<file path="config.mk">
export PLATFORM = sky130hd
export DESIGN_NAME = register_file
export DESIGN_NICKNAME = d
export VERILOG_FILES = /design/src/rtl/riscv_pkg.sv /design/src/rtl/regfile_entry.sv /design/src/rtl/register_file.sv
export SDC_FILE = /design/constraint.sdc
export NUM_CORES = 2
export LEC_CHECK = 0
export ABC_AREA = 1
export CORE_MARGIN = 2
export CORE_UTILIZATION = 44
export DETAILED_ROUTE_END_ITERATION = 8
export HOLD_SLACK_MARGIN = 0.08
export PLACE_DENSITY = 0.68
export SYNTH_ARGS = -nofsm -noshare
export SYNTH_HDL_FRONTEND = slang
export SYNTH_SLANG_ARGS = --single-unit
</file>
<file path="constraint.sdc">
create_clock -name clock -period 5.27 [get_ports clock]
set_clock_uncertainty 0.15 [all_clocks]
set_input_delay 0.527 -clock clock [delete_from_list [all_inputs] [get_ports clock]]
set_output_delay 0.527 -clock clock [all_outputs]
set_load 0.01 [all_outputs]
</file>
<file path="src/rtl/riscv_pkg.sv">
// riscv_pkg: datapath-wide constants shared by the RISCV register file
// and its neighbours.
//   XLEN       - architectural word width in bits
//   NUM_REGS   - number of architectural integer registers
//   REG_ADDR_W - register address width
//   ZERO_ADDR  - address of the hardwired-zero register (x0)
package riscv_pkg;

    localparam int XLEN       = 32;
    localparam int NUM_REGS   = 32;
    localparam int REG_ADDR_W = 5;
    localparam int ZERO_ADDR  = 0;

endpackage : riscv_pkg

</file>
<file path="src/rtl/regfile_entry.sv">
// regfile_entry: one WIDTH-bit register-file word with per-byte write
// enables.
//   clock   - rising-edge clock
//   reset_n - asynchronous active-low reset, clears the word
//   clear   - synchronous clear; has priority over any byte enable
//   byte_en - per-byte load enables; bit i loads d[8i+7:8i]
//   d       - write data
//   q       - stored word
module regfile_entry
    import riscv_pkg::*;
#(
    parameter int WIDTH = XLEN
) (
    input  logic               clock,
    input  logic               reset_n,
    input  logic               clear,
    input  logic [WIDTH/8-1:0] byte_en,
    input  logic [WIDTH-1:0]   d,
    output logic [WIDTH-1:0]   q
);

    always_ff @(posedge clock or negedge reset_n) begin
        if (!reset_n) begin
            q <= '0;
        end else if (clear) begin
            q <= '0;
        end else begin
            for (int unsigned i = 0; i < WIDTH / 8; i++) begin
                if (byte_en[i]) begin
                    q[8*i +: 8] <= d[8*i +: 8];
                end
            end
        end
    end

endmodule : regfile_entry

</file>
<file path="src/rtl/register_file.sv">
// register_file: DEPTH x WIDTH register array, one byte-strobed write port
// and two combinational read ports.
//   clock    - rising-edge clock
//   reset_n  - asynchronous active-low reset, clears every entry
//   clear    - synchronous clear of all entries; wins over a same-edge write
//   we       - write enable
//   waddr    - write address (addresses >= DEPTH are ignored)
//   wdata    - write data
//   wstrb    - per-byte write strobes; bit i covers wdata[8i+7:8i]
//   raddr_a  - read address, port A (addresses >= DEPTH read 0)
//   rdata_a  - read data, port A
//   raddr_b  - read address, port B
//   rdata_b  - read data, port B
// Parameters: WIDTH (multiple of 8), DEPTH (2..256), ZERO_REG (1: entry 0
// reads 0 and ignores writes). ADDR_W is derived from DEPTH.
// Build option: define REGFILE_BYPASS_EN to forward a same-cycle write to
// matching read ports (merged with the stored bytes under the strobes).
module register_file
    import riscv_pkg::*;
#(
    parameter  int WIDTH    = XLEN,
    parameter  int DEPTH    = NUM_REGS,
    parameter  int ZERO_REG = 1,
    localparam int ADDR_W   = $clog2(DEPTH)
) (
    input  logic               clock,
    input  logic               reset_n,
    input  logic               clear,
    input  logic               we,
    input  logic [ADDR_W-1:0]  waddr,
    input  logic [WIDTH-1:0]   wdata,
    input  logic [WIDTH/8-1:0] wstrb,
    input  logic [ADDR_W-1:0]  raddr_a,
    output logic [WIDTH-1:0]   rdata_a,
    input  logic [ADDR_W-1:0]  raddr_b,
    output logic [WIDTH-1:0]   rdata_b
);

    logic [WIDTH-1:0] words [DEPTH];

    // Entry 0 is a constant when hardwired; out-of-range write addresses
    // simply never match any entry's decode.
    for (genvar g = 0; g < DEPTH; g++) begin : g_entry
        if (ZERO_REG != 0 && g == ZERO_ADDR) begin : g_zero
            assign words[g] = '0;
        end else begin : g_reg
            logic [WIDTH/8-1:0] byte_en;
            assign byte_en = (we && waddr == ADDR_W'(g)) ? wstrb : '0;

            regfile_entry #(
                .WIDTH (WIDTH)
            ) u_entry (
                .clock   (clock),
                .reset_n (reset_n),
                .clear   (clear),
                .byte_en (byte_en),
                .d       (wdata),
                .q       (words[g])
            );
        end
    end

    // Read muxes: default 0 covers addresses beyond DEPTH.
    logic [WIDTH-1:0] stored_a;
    logic [WIDTH-1:0] stored_b;

    always_comb begin
        stored_a = '0;
        stored_b = '0;
        for (int unsigned i = 0; i < DEPTH; i++) begin
            if (raddr_a == ADDR_W'(i)) stored_a = words[i];
            if (raddr_b == ADDR_W'(i)) stored_b = words[i];
        end
    end

`ifdef REGFILE_BYPASS_EN
    logic             wr_hit;
    logic [WIDTH-1:0] wmask;

    // Forward only writes that will actually land this edge: enabled,
    // not cleared, in range and not aimed at a hardwired zero entry.
    always_comb begin
        wr_hit = 1'b0;
        if (we && !clear) begin
            for (int unsigned i = 0; i < DEPTH; i++) begin
                if (waddr == ADDR_W'(i) &&
                    !(ZERO_REG != 0 && i == unsigned'(ZERO_ADDR))) begin
                    wr_hit = 1'b1;
                end
            end
        end
        wmask = '0;
        for (int unsigned b = 0; b < WIDTH / 8; b++) begin
            wmask[8*b +: 8] = {8{wstrb[b]}};
        end
    end

    always_comb begin
        rdata_a = stored_a;
        rdata_b = stored_b;
        if (wr_hit && raddr_a == waddr) rdata_a = (stored_a & ~wmask) | (wdata & wmask);
        if (wr_hit && raddr_b == waddr) rdata_b = (stored_b & ~wmask) | (wdata & wmask);
    end
`else
    assign rdata_a = stored_a;
    assign rdata_b = stored_b;
`endif

endmodule : register_file

</file>
==> reports/qor.txt <==
Fin area -> 58800 um^2
Leakage power -> 26.00 nW
First-pass DRT Iterations -> 8
Synth Cell Area -> 51870 um^2
Tcrit/Tclk final -> 97.39%
RR Startpoint -> g_entry[6].g_reg.u_entry.q[24]
Power Density -> 318.4 nW/um^2
Worst IR drop on VDD -> 244.7 uV
Placer Congestion -> 0.9735
Top flop regs -> g_entry.g_reg.u_entry.q: 992 flops
DR WL/cell -> 19.93 um
Start point of the worst hold path -> g_entry[20].g_reg.u_entry.q[10]
Setup crit start -> raddr_b[2]
R2r worst-path depth -> 2
Top area cells in the synthesized netlist -> dfrtp_1, nand2_1, o21ai_0
DR iter-0 viols -> 5601
Synth area leader -> dfrtp_1
Hold Path Class -> register to register
Insertion delay to the later sink of the worst-skew pair -> 0.67 ns
Place WS -> -0.07495 ns
DP HPWL -> 128.9 mm
Core area -> 116500 um^2
Tot GR Track Use -> 29.04%
Synthesis warning total -> 0
Synth Net Count -> 7329
Clock Tree Buf Depth -> 3
Setup violators final -> 0
Final min period -> 5.132 ns
Netlist cell types -> 31
Number of vias per cell -> 5.599
TritonCTS Buffers -> 107
Worst R2R End -> g_entry[6].g_reg.u_entry.q[24]
H-tree Lvls -> 3
Status -> completed
Gr ovfl total -> 0
Most flop-heavy register -> g_entry.g_reg.u_entry.q
Post-layout util -> 50.47%
Max reg flops -> 992
Overall power -> 0.01873 W
Arr. time, crit path -> 4.46 ns
Syn Area/Cell -> 7.131 um^2
Type of the worst setup path -> input port to primary output
# port buffers -> 118
Initial core utilization -> 44.52%
Final setup margin -> 0.1377 ns
# clock sinks -> 992
Worst-path clk slew -> 0.06 ns
Final hold vios -> 0
Initial antenna violation count -> 3
Fin nets -> 7339
Vias in the first global route -> 46332
WP data required -> 4.59 ns
CP endpoint kind -> primary output
Worst-Margin Slew -> 1.240 ns
Die H -> 347.4 um
Site row count -> 125
Max-cap violation count -> 0
Startpoint types -> input port
Final hold slack -> 0.3343 ns
TritonCTS clock tree -> yes
Die Footprint -> 120700 um^2
Slew Limit Headroom -> 16.96%
Worst-path maximum fanout -> 12
Final Max Slew Viols -> 0
First-pass GRT wire length -> 276.1 mm
Io pins -> 119
Drt total wl -> 177.4 mm
Vias post-DR -> 49816
Area post-placement -> 55100 um^2
Syn Inst Count -> 7274
Register area share after synthesis -> 47.86%
Number of synthesized register bits -> 992
Routed Antenna Nets -> 0
P&R area growth vs syn -> 13.37%
Die width -> 347.4 um
Worst setup path endpoint -> rdata_b[8]
Share of the synthesized area in the top cell type -> 47.86%
Register-to-register path setup slack -> 4.33 ns
RSZ-0062 raised after global routing -> no
Share of layout cells above drive strength 1 -> 6.429%
Clk root buf -> clkbuf_16
DRC viols -> 0
Fmax -> 194.8 MHz
Largest net degree at the start of global routing -> 143
[critical path, cell delays in order]
cell and delay, ns:
clkdlybuf4s50_1 0.68, nand2_1 0.38, nor3_2 0.42, buf_4 0.22, nand2_1 0.06, inv_1 0.39
nand2_1 0.09, nand2_1 0.10, nand4_1 0.10, nor2_1 0.14, nand4_1 0.14, nor2_1 0.14
nand3_1 0.10, nor2_1 0.13, nand3_1 0.11, nand2_1 0.08, nand4_1 0.10, clkdlybuf4s50_1 0.53
[Yosys cell counts, drive strengths merged]
master,instances
clkbuf,356
a31oi,34
inv,508
clkinv,21
nand2,2590
or2,25
buf,68
dfrtp,992
mux2,9
nor2,823
nor3,20
a21oi,45
o2111ai,4
o21ai,1042
nand4,554
nand3,183
[power breakdown]
part | internal (W) | switching, W | leakage [nW]
Clock | 0.00459 | 0.00322 | 1.79
Sequential | 0.00821 | 0.000416 | 12.9
Combinational | 0.000680 | 0.00161 | 11.3
Total | 0.0135 | 0.00524 | 26.0
[cells in the final DEF (no fill, tap or decap), drive strengths merged]
cell	n
a21oi	45
a31oi	34
buf	207
bufinv	10
clkbuf	158
clkdlybuf4s50	115
clkinv	44
clkinvlp	4
dfrtp	992
diode	1
dlygate4sd3	1
dlymetal6s2s	2
inv	511
mux2	9
nand2	2590
nand3	183
nand4	554
nor2	823
nor3	20
o2111ai	4
o21ai	1042
or2	25
[layout make-up]
cell class                      instances  area, um^2
Multi-Input combinational cell       5329       23470
Sequential cell                       992       24820
Clock buffer                          158        3132
Clock inverter                         40       491.7
Inverter                              529        2004
Timing Repair Buffer                  325        2972
Fill cell                           11271       57710
Antenna cell                            1       2.502
Tap cell                             1524        1907
[cell families after synthesis]
logic type | share of synthesized area (%)
AO/OA/AOI/OAI | 10.97
AND/OR/NAND/NOR | 33.83
multiplexers | 0.1954
flip-flops | 47.86
buffers and inverters | 7.152
[worst min-delay path by stage]
| stage | to | slack (ns) | cells after the start |
|---|---|---|---|
| after floorplan | g_entry[10].g_reg.u_entry.q[0] | 0.08 | 0 |
| after global placement | g_entry[20].g_reg.u_entry.q[10] | 0.32 | 2 |
| after detailed placement | g_entry[28].g_reg.u_entry.q[1] | 0.32 | 2 |
| after CTS | g_entry[28].g_reg.u_entry.q[1] | 0.34 | 2 |
| after global routing | g_entry[20].g_reg.u_entry.q[10] | 0.35 | 2 |
| final | g_entry[20].g_reg.u_entry.q[10] | 0.33 | 2 |
[metrics by stage]
stage | setup TNS [ns] | instances
3_5_place_dp | -0.1481 | 8697
3_3_place_gp | 0 | 8697
2_1_floorplan | 0 | 7274
5_1_grt | 0 | 8897
6_report | 0 | 8898
4_1_cts | 0 | 8896
[timing repair]
| action | 4_1_cts | 5_1_grt |
|---|---|---|
| resized for setup | 2 | 16 |
| endpoints found under the setup margin | 7 | 52 |
| pin swaps | 0 | 0 |
| endpoints found under the hold margin | 78 | 0 |
| setup buffers | 0 | 1 |
| hold buffers | 1 | 0 |
[metal layers]
layer	wire length, um	vias to the layer above	share of wire, %	track usage (%)
met4	5859	10	3.3	9.947
met5	213	-	0.12	1.000
met2	77020	2416	43	44.17
li1	-	23620	-	-
met3	17530	355	9.9	6.781
met1	76760	23415	43	40.59
Power figures use the tool's default switching activity.
